--- src/rtl/led_animator_if.sv ---
// Control and LED-drive signals between the animator and its host/timer.
interface led_animator_if;
   logic       enable;
   logic       tick;
   logic       start;
   logic       stop;
   logic [1:0] mode;
   logic [3:0] repeat_count;
   logic [9:0] leds;
   logic       busy;
   logic       done;
   logic       timer_enable;

   modport master (
      output enable, tick, start, stop, mode, repeat_count,
      input  leds, busy, done, timer_enable
   );

   modport slave (
      input  enable, tick, start, stop, mode, repeat_count,
      output leds, busy, done, timer_enable
   );
endinterface

--- src/rtl/led_animator.sv ---
// Ten-LED pattern animator: chase, bounce, blink and fill, stepped by an
// external 100 ms tick, for a fixed number of passes or until stopped.
module led_animator (
   input  logic          clock,
   input  logic          reset,
   led_animator_if.slave bus
);
   localparam int unsigned LED_W  = 10;
   localparam int unsigned CNT_W  = 4;
   localparam int unsigned MODE_W = 2;

   localparam logic [0:0] IDLE = 1'b0;
   localparam logic [0:0] RUN  = 1'b1;

   localparam logic [MODE_W-1:0] MODE_CHASE  = 2'b00;
   localparam logic [MODE_W-1:0] MODE_BOUNCE = 2'b01;
   localparam logic [MODE_W-1:0] MODE_BLINK  = 2'b10;
   localparam logic [MODE_W-1:0] MODE_FILL   = 2'b11;

   localparam logic [LED_W-1:0] LED_NONE = '0;
   localparam logic [LED_W-1:0] LED_ALL  = '1;
   localparam logic [LED_W-1:0] LED_BOT  = LED_W'(1);
   localparam logic [LED_W-1:0] LED_TOP  = LED_BOT << (LED_W - 1);
   localparam logic [LED_W-1:0] LED_BOT1 = LED_BOT << 1;

   logic [0:0]        state,    state_nxt;
   logic [MODE_W-1:0] mode_q,   mode_nxt;
   logic [CNT_W-1:0]  rep_q,    rep_nxt;
   logic [CNT_W-1:0]  pass_cnt, pass_nxt;
   logic              dir_up,   dir_nxt;
   logic [LED_W-1:0]  leds_q,   leds_nxt;
   logic              busy_q,   busy_nxt;
   logic              done_q,   done_nxt;
   logic              te_q,     te_nxt;

   logic [LED_W-1:0]  step_leds;
   logic              step_dir;
   logic              wrap;
   logic [CNT_W-1:0]  pass_inc;

   function automatic logic [LED_W-1:0] init_pattern(input logic [MODE_W-1:0] m);
      return (m == MODE_BLINK) ? LED_ALL : LED_BOT;
   endfunction

   // State and output registers
   always_ff @(posedge clock) begin
      if (!reset) begin
         state    <= IDLE;
         mode_q   <= '0;
         rep_q    <= '0;
         pass_cnt <= '0;
         dir_up   <= 1'b1;
         leds_q   <= LED_NONE;
         busy_q   <= 1'b0;
         done_q   <= 1'b0;
         te_q     <= 1'b0;
      end else begin
         state    <= state_nxt;
         mode_q   <= mode_nxt;
         rep_q    <= rep_nxt;
         pass_cnt <= pass_nxt;
         dir_up   <= dir_nxt;
         leds_q   <= leds_nxt;
         busy_q   <= busy_nxt;
         done_q   <= done_nxt;
         te_q     <= te_nxt;
      end
   end

   // Next-state, pattern stepping and output decode
   always_comb begin
      state_nxt = state;
      mode_nxt  = mode_q;
      rep_nxt   = rep_q;
      pass_nxt  = pass_cnt;
      dir_nxt   = dir_up;
      leds_nxt  = leds_q;
      busy_nxt  = busy_q;
      done_nxt  = 1'b0;
      step_leds = leds_q;
      step_dir  = dir_up;
      wrap      = 1'b0;
      pass_inc  = pass_cnt + CNT_W'(1);

      // wrap marks the step that lands back on the initial pattern
      case (mode_q)
         MODE_CHASE: begin
            step_leds = {leds_q[LED_W-2:0], leds_q[LED_W-1]};
            wrap      = (leds_q == LED_TOP);
         end
         MODE_BOUNCE: begin
            if (dir_up) begin
               if (leds_q == LED_TOP) begin
                  step_leds = leds_q >> 1;
                  step_dir  = 1'b0;
               end else begin
                  step_leds = leds_q << 1;
               end
            end else begin
               step_leds = leds_q >> 1;
               if (leds_q == LED_BOT1) begin
                  step_dir = 1'b1;
                  wrap     = 1'b1;
               end
            end
         end
         MODE_BLINK: begin
            step_leds = (leds_q == LED_NONE) ? LED_ALL : LED_NONE;
            wrap      = (leds_q == LED_NONE);
         end
         MODE_FILL: begin
            if (leds_q == LED_ALL) begin
               step_leds = LED_NONE;
            end else if (leds_q == LED_NONE) begin
               step_leds = LED_BOT;
               wrap      = 1'b1;
            end else begin
               step_leds = {leds_q[LED_W-2:0], 1'b1};
            end
         end
         default: ;
      endcase

      case (state)
         IDLE: begin
            if (bus.start && bus.enable) begin
               state_nxt = RUN;
               mode_nxt  = bus.mode;
               rep_nxt   = bus.repeat_count;
               leds_nxt  = init_pattern(bus.mode);
               dir_nxt   = 1'b1;
               pass_nxt  = '0;
               busy_nxt  = 1'b1;
            end
         end
         RUN: begin
            if (bus.stop) begin
               state_nxt = IDLE;
               leds_nxt  = LED_NONE;
               busy_nxt  = 1'b0;
            end else if (bus.enable && bus.tick) begin
               if (wrap && (rep_q != '0) && (pass_inc == rep_q)) begin
                  state_nxt = IDLE;
                  leds_nxt  = LED_NONE;
                  busy_nxt  = 1'b0;
                  done_nxt  = 1'b1;
               end else begin
                  leds_nxt = step_leds;
                  dir_nxt  = step_dir;
                  if (wrap) begin
                     pass_nxt = pass_inc;
                  end
               end
            end
         end
         default: begin
            state_nxt = IDLE;
            leds_nxt  = LED_NONE;
            busy_nxt  = 1'b0;
         end
      endcase

      te_nxt = busy_nxt && bus.enable;
   end

   assign bus.leds         = leds_q;
   assign bus.busy         = busy_q;
   assign bus.done         = done_q;
   assign bus.timer_enable = te_q;
endmodule

--- src/flat_wrapper.sv ---
// flat-port wrapper written by rule: the top's interface ports become plain ports
module led_animator_flat 
  (clock, reset, bus_enable, bus_tick, bus_start, bus_stop, bus_mode, bus_repeat_count, bus_leds, bus_busy, bus_done, bus_timer_enable);
  led_animator_if bus_i ();
  input  logic clock;
  input  logic reset;
  input wire logic [$bits(bus_i.enable)-1:0] bus_enable;
  input wire logic [$bits(bus_i.tick)-1:0] bus_tick;
  input wire logic [$bits(bus_i.start)-1:0] bus_start;
  input wire logic [$bits(bus_i.stop)-1:0] bus_stop;
  input wire logic [$bits(bus_i.mode)-1:0] bus_mode;
  input wire logic [$bits(bus_i.repeat_count)-1:0] bus_repeat_count;
  output wire logic [$bits(bus_i.leds)-1:0] bus_leds;
  output wire logic [$bits(bus_i.busy)-1:0] bus_busy;
  output wire logic [$bits(bus_i.done)-1:0] bus_done;
  output wire logic [$bits(bus_i.timer_enable)-1:0] bus_timer_enable;
  assign bus_i.enable = bus_enable;
  assign bus_i.tick = bus_tick;
  assign bus_i.start = bus_start;
  assign bus_i.stop = bus_stop;
  assign bus_i.mode = bus_mode;
  assign bus_i.repeat_count = bus_repeat_count;
  assign bus_leds = bus_i.leds;
  assign bus_busy = bus_i.busy;
  assign bus_done = bus_i.done;
  assign bus_timer_enable = bus_i.timer_enable;
  led_animator u_core (.clock(clock), .reset(reset), .bus(bus_i));
endmodule
--- config.mk ---
export PLATFORM = sky130hd
export DESIGN_NAME = led_animator_flat
export DESIGN_NICKNAME = d
export VERILOG_FILES = /design/src/rtl/led_animator_if.sv /design/src/rtl/led_animator.sv /design/src/flat_wrapper.sv
export SDC_FILE = /design/constraint.sdc
export NUM_CORES = 1
export LEC_CHECK = 0
export ABC_AREA = 1
export CORE_ASPECT_RATIO = 0.6
export CORE_MARGIN = 2
export CORE_UTILIZATION = 35
export DETAILED_ROUTE_END_ITERATION = 10
export GPL_TIMING_DRIVEN = 0
export SLEW_MARGIN = 40
export SYNTH_ARGS = -nofsm -noshare
export SYNTH_HDL_FRONTEND = slang
export SYNTH_SLANG_ARGS = --single-unit
--- constraint.sdc ---
create_clock -name clock -period 4.37 [get_ports clock]
set_clock_uncertainty 0.1 [all_clocks]
set_input_delay 0.6555 -clock clock [delete_from_list [all_inputs] [get_ports clock]]
set_output_delay 0.6555 -clock clock [all_outputs]
set_load 0.01 [all_outputs]
### Word level (Yosys, flattened, before mapping)

Index checks and enable logic that the tools add are counted.

| word-level totals | value |
|---|---|
| bits in registers | 25 |
| latch bits | 0 |
| memory bits (writable) | 0 |
| ROM bits | 0 |
| output and inout port bits | 13 |
| word-level logic and storage cells | 83 |
| memories | 0 |

| cells by class | value |
|---|---|
| add/sub/neg operators | 1 |
| multipliers | 0 |
| div/mod/pow operators | 0 |
| order comparisons | 0 |
| equal/unequal tests | 15 |
| shifts and indexed selects | 0 |
| muxes and demuxes | 42 |
| bitwise operators | 3 |
| reductions and logical operators | 13 |

Operators by type and width:

| operator | count |
|---|---|
| 2-to-1 mux 10 bit | 10 |
| case mux 10 bit (4 select lines) | 1 |
| == test 10 bit, second input constant | 2 |
| 2-to-1 mux 1 bit | 20 |
| 2-to-1 mux 4 bit | 5 |
| case mux 10 bit (2 select lines) | 1 |
| == test 10 x 2 -> 1 bit, second input constant | 1 |
| logical NOT 10 bit | 1 |
| != test 2 bit, second input constant | 5 |
| AND reduction 5 bit | 2 |
| case mux 4 bit (2 select lines) | 1 |
| == test 2 bit, second input constant | 3 |
| case mux 1 bit (2 select lines) | 3 |
| logical AND 1 bit | 5 |
| adder 4 x 1 -> 4 bit, second input constant | 1 |
| == test 4 bit | 1 |
| case mux 1 bit (4 select lines) | 1 |
| AND reduction 2 bit | 2 |
| nonzero test 4 bit | 1 |
| OR reduction 4 bit | 1 |
| != test 3 bit, second input constant | 1 |
| NOT 1 bit | 3 |
| == test 2 x 1 -> 1 bit, second input constant | 1 |
| logical NOT 2 bit | 1 |
| != test 2 x 1 -> 1 bit, second input constant | 1 |

### Longest topological paths before layout

| depth | value |
|---|---|
| word-level depth | 11 |
| depth in mapped cells | 16 |
| depth with buffers taken out | 16 |

### Worst setup path before layout

Ideal clock, no wire load.

| timing path | value |
|---|---|
| path kind | register to register |
| from | register u_core.pass_cnt[0] |
| to | register u_core.pass_cnt[1] |
| setup time | 113 ps |
| data arrival time | 1497 ps |
| slack | 2660 ps |
| cell stages (with the launch flop) | 14 |
| buffers on the path | 0 |
| clock period less this slack | 1710 ps |
| cells stage by stage | dfxtp_1 ha_1 nand2_1 nand3_1 nor2_1 nand2_1 nor2_8 nand2_4 nand2_4 nand2_4 nand2_4 nand2_1 nand2_1 nor2_1 |

| between the ends | value |
|---|---|
| word-level cells in the longest chain between the ends | 6 |
| elaborated cells between the ends (all ways) | 10 |
| classes of those cells | 1 x add/sub; 2 x eq/ne; 5 x mux; 2 x reduce/logical |

Ends and longest elaborated chain:

| element | line | source |
|---|---|---|
| from (decl) | led_animator.sv:29 | `logic [CNT_W-1:0] pass_cnt, pass_nxt;` |
| from (signal assigned) | led_animator.sv:61 | `pass_cnt <= pass_nxt;` |
| adder 4 x 1 -> 4 bit * | led_animator.sv:83 | `pass_inc = pass_cnt + CNT_W'(1);` |
| 2-to-1 mux 4 bit | led_animator.sv:150 | `if (wrap) begin` |
| 2-to-1 mux 4 bit | led_animator.sv:142 | `if (wrap && (rep_q != '0) && (pass_inc == rep_q)) begin` |
| 2-to-1 mux 4 bit | led_animator.sv:141 | `end else if (bus.enable && bus.tick) begin` |
| 2-to-1 mux 4 bit | led_animator.sv:137 | `if (bus.stop) begin` |
| case mux 4 bit (2 select lines) | led_animator.sv:124 | `case (state)` |

Mark *: on every way between the ends. The rest lies on a longest branch, timed or not. The select of a mux whose other input is x is not followed.
A chain may end at the register's enable or synchronous reset.

### Final worst setup path

| timing path | value |
|---|---|
| from | input bus_enable |
| to | register u_core.dir_up |

| between the ends | value |
|---|---|
| word-level cells in the longest chain between the ends | 3 |
| elaborated cells between the ends (all ways) | 5 |
| classes of those cells | 2 x eq/ne; 3 x reduce/logical |

Ends and longest elaborated chain:

| element | line | source |
|---|---|---|
| from (decl) | flat_wrapper.sv:7 | `input wire logic [$bits(bus_i.enable)-1:0] bus_enable;` |
| logical AND 1 bit (on tied branches) | led_animator.sv:141, led_animator.sv:126 |  |
| != test 2 bit (no line) / != test 2 x 1 -> 1 bit (equally long branches) | -- |  |
| AND reduction 5 bit (no line) * | -- |  |
| to (signal assigned) | led_animator.sv:62 | `dir_up <= dir_nxt;` |
| to (decl) | led_animator.sv:30 | `logic dir_up, dir_nxt;` |

Mark *: on every way between the ends. The rest lies on a longest branch, timed or not.

==> results by group <==
Yosys
  – Top area cells in the synthesized netlist: dfxtp_1 (29%), nand2_1 (14%), nand3_1 (7.6%)
  – Register area share after synthesis: 29.07%
  – Flops & latches, synth: 25
  – FFs w/ async S/R, synth: 0%
  – Ys flop type: dfxtp_1
  – Post-synth EDFFs: 0
  – Top-area cell type share of the netlist area: 29.07%
  – Netlist cell types: 28
  – Cell taking the most area after synthesis: dfxtp_1
  – Mapped Area: 1722 sq um
  – Post-Syn Area per Cell: 6.376 sq um
  – Syn Nets: 283
  – Cells after Synth: 270
  – Syn. warnings: 0

Worst setup path
  – Worst-path maximum fanout: 8
  – CP Cell Sequence: clkdlybuf4s50_1 -> nand2_1 -> nor2_1 -> inv_1 -> o21ai_0 -> nand2_1 -> nand2_1 -> nand3_1
  – Delay-heaviest family, CP: buffers and inverters
  – CP required: roughly 4.4 ns
  – Buf+Inv Stages, Crit Path: 2
  – Slowest CP cell: clkdlybuf4s50_1
  – Critical Path AT: 2.31 ns
  – Critical path startpoint category: input pin
  – Kind of critical path: in2reg
  – Crit path top cell by count: nand2_1
  – Largest stage delay, worst path: 0.51 ns
  – Worst Setup End Kind: flop

Clock network
  – Max H-tree Level: 1
  – CTS tree: done
  – CTS Sinks: 25
  – Root Buffer: clkbuf_8
  – Cts bufs inserted: 3
  – Post-CTS Setup Bufs: 0
  – CTS max path bufs: 2
  – Clock transition at the registers of the reported paths: roughly 0.090 ns
  – Cts repair resizes: 0
  – CTS Hold Buffers Added: 0
  – Latest clock arrival within the worst-skew pair: about 0.27 ns

STA
  – Max frequency: 442.1 MHz
  – Min Tclk post-route: 2.262 ns
  – Endpoints failing setup: 0
  – Tcrit/Tclk final: between 50% and 60%
  – Max Slew Vio Count: 0
  – TNS Setup: 0 ns
  – Hold Vio Cnt, Final: 0
  – Final hold slack: 0.3951 ns
  – Normalized max-slew margin: 67.41%
  – Tightest Pin Transition: ~0.5 ns
  – Setup ws final: 2.108 ns
  – RSZ-0062 raised after global routing: false

Power and ir drop
  – Cell Pwr Density: around 290 nW/um^2
  – Leak pwr: about 0.90 nW
  – Power consumption: 0.5973 mW
  – VDD IR max: 0.1209 mV

Drt
  – Routed WL: 4825 microns
  – Via count: between 1500 and 2000
  – Post-route ant nets: 0
  – Drc violations: 0
  – Drt first-iter violations: 194
  – Via/cell ratio: 4.994
  – Routed wire per std cell: 13.37 microns
  – DRT Pass-1 Iters: 4

GRT
  – First-pass GRT wire length: 8045 microns
  – Antenna violations before repair: 0
  – Largest net degree at the start of global routing: 14
  – GRT Overall Usage: 19.29%
  – Vias in the first global route: 1492
  – Grt total ovfl: 0

Layout
  – Multi-input combinational cell area: between 1000 and 1500 sq um
  – P&R area growth vs syn: 21.15%
  – Final nets: 312
  – Design Area, Final: ~2100 sq um
  – Layout cells sized above 1: between 10% and 20%
  – Flip-flop and latch area: ~500 sq um
  – Final Util: 44.76%
  – Count of non-filler cells in the finished layout: around 360
  – Fill cells: 508
  – Ant diodes: 0

Placement
  – HPWL Detailed: about 3700 microns
  – Placed instance count: 357
  – DP Area: between 2000 and 2500 sq um
  – # port buffers: 24
  – Routability cong.: 0.9154
  – Worst slack, placed: roughly 1.8 ns

Floorplan
  – Die Footprint: around 5500 sq um
  – Initial Util: around 37%
  – FP Rows: 19
  – Die Wd: 94.55 microns
  – Die Y: 58.33 microns
  – IO Pins: 25
  – Core area: 4659 sq um

Run status
  – Status: finished, final reports clean

Worst hold path
  – HP Class: reg2reg

Flow run
  – Max_cap viols: 0
[worst min-delay path: cells and delay by family (launching register included)]
| family | cells | cell delay, ns |
|---|---|---|
| AOI/OAI and AO/OA | 1 | 0.05 |
| buffers and inverters | 1 | 0.07 |
| DFF | 1 | 0.33 |
[logic make-up after synthesis]
group	Yosys count	synth area share (%)
flops	25	29.07
fa+ha+maj	1	0.7266
compound gates	46	15.04
simple gates	159	46.22
xor+xnor	1	0.5088
buf+inv	38	8.430
[synth_stat cells (all sizes together) (2+ instances only)]
master,count
nand2,72
nor2,41
inv,31
nand3,29
dfxtp,25
o21ai,20
a21oi,19
nand4,9
o211ai,7
clkbuf,4
nor3,4
nand3b,3
buf,2
[placed cells by master (no fill, tap or decap)]
cell             count
inv_1               25
nand3_2              2
nor2_4               3
inv_2                6
nor2_2               5
ha_1                 1
o21ai_0             18
or2_2                1
xnor2_1              1
nand3b_1             3
dfxtp_1             25
nand2_1             65
nor3_2               1
buf_2                2
clkdlybuf4s50_1     24
clkinv_1             1
nor2_1              32
nor2_8               1
a21oi_4              1
nand2_4              5
nor3_1               3
nand2_2              2
nand3_1             26
o211ai_1             7
nand4_1              9
nand3_4              1
a21oi_1             18
clkbuf_1             5
o21ai_1              2
clkbuf_8             3
[layout make-up]
type | count | share of cell area (%)
multi-input combinational | 207 | 51.59
sequential | 25 | 24.00
timing repair buffer | 24 | 11.52
inverter | 32 | 5.759
tap | 63 | 3.779
clock buffer | 4 | 2.160
buffer | 6 | 1.200
[state kept, by name (all words and copies together) (netlist names)]
| register | cells |
|---|---|
| u_core.bus.busy | 1 |
| u_core.bus.done | 1 |
| u_core.bus.leds | 10 |
| u_core.bus.timer_enable | 1 |
| u_core.dir_up | 1 |
| u_core.mode_q | 2 |
| u_core.pass_cnt | 4 |
| u_core.rep_q | 4 |
| u_core.state | 1 |
[layer usage]
layer  vias to the layer above  wire (microns)  GRT usage (%)
met5                         -               0              0
met4                         0              31          3.934
met3                         2             442          4.353
met2                        72            1669          21.43
met1                       784            2682          34.42
li1                        945               -              -
[report_power, final]
group / internal, mW / switching (mW) / leakage [nW]
sequential: 0.246 / 0.0297 / 0.206
combinational: 0.0732 / 0.111 / 0.671
clock: 0.0652 / 0.0724 / 0.0228
[worst paths after layout]
| path | startpoint | end | slack, ns | cells after the start |
|---|---|---|---|---|
| worst max-delay path | bus_enable | u_core.dir_up$_SDFFE_PN1P_ | 2.11 | 8 |
| worst min-delay path | u_core.rep_q[1]$_SDFFE_PN0P_ | u_core.rep_q[1]$_SDFFE_PN0P_ | 0.40 | 2 |
| worst max register to register | u_core.pass_cnt[0]$_SDFFE_PN0P_ | u_core.bus.timer_enable$_SDFF_PN0_ | 2.37 | 11 |
| worst min register to register | u_core.rep_q[1]$_SDFFE_PN0P_ | u_core.rep_q[1]$_SDFFE_PN0P_ | 0.40 | 2 |
Note: power is estimated with default switching activity, not from simulation.
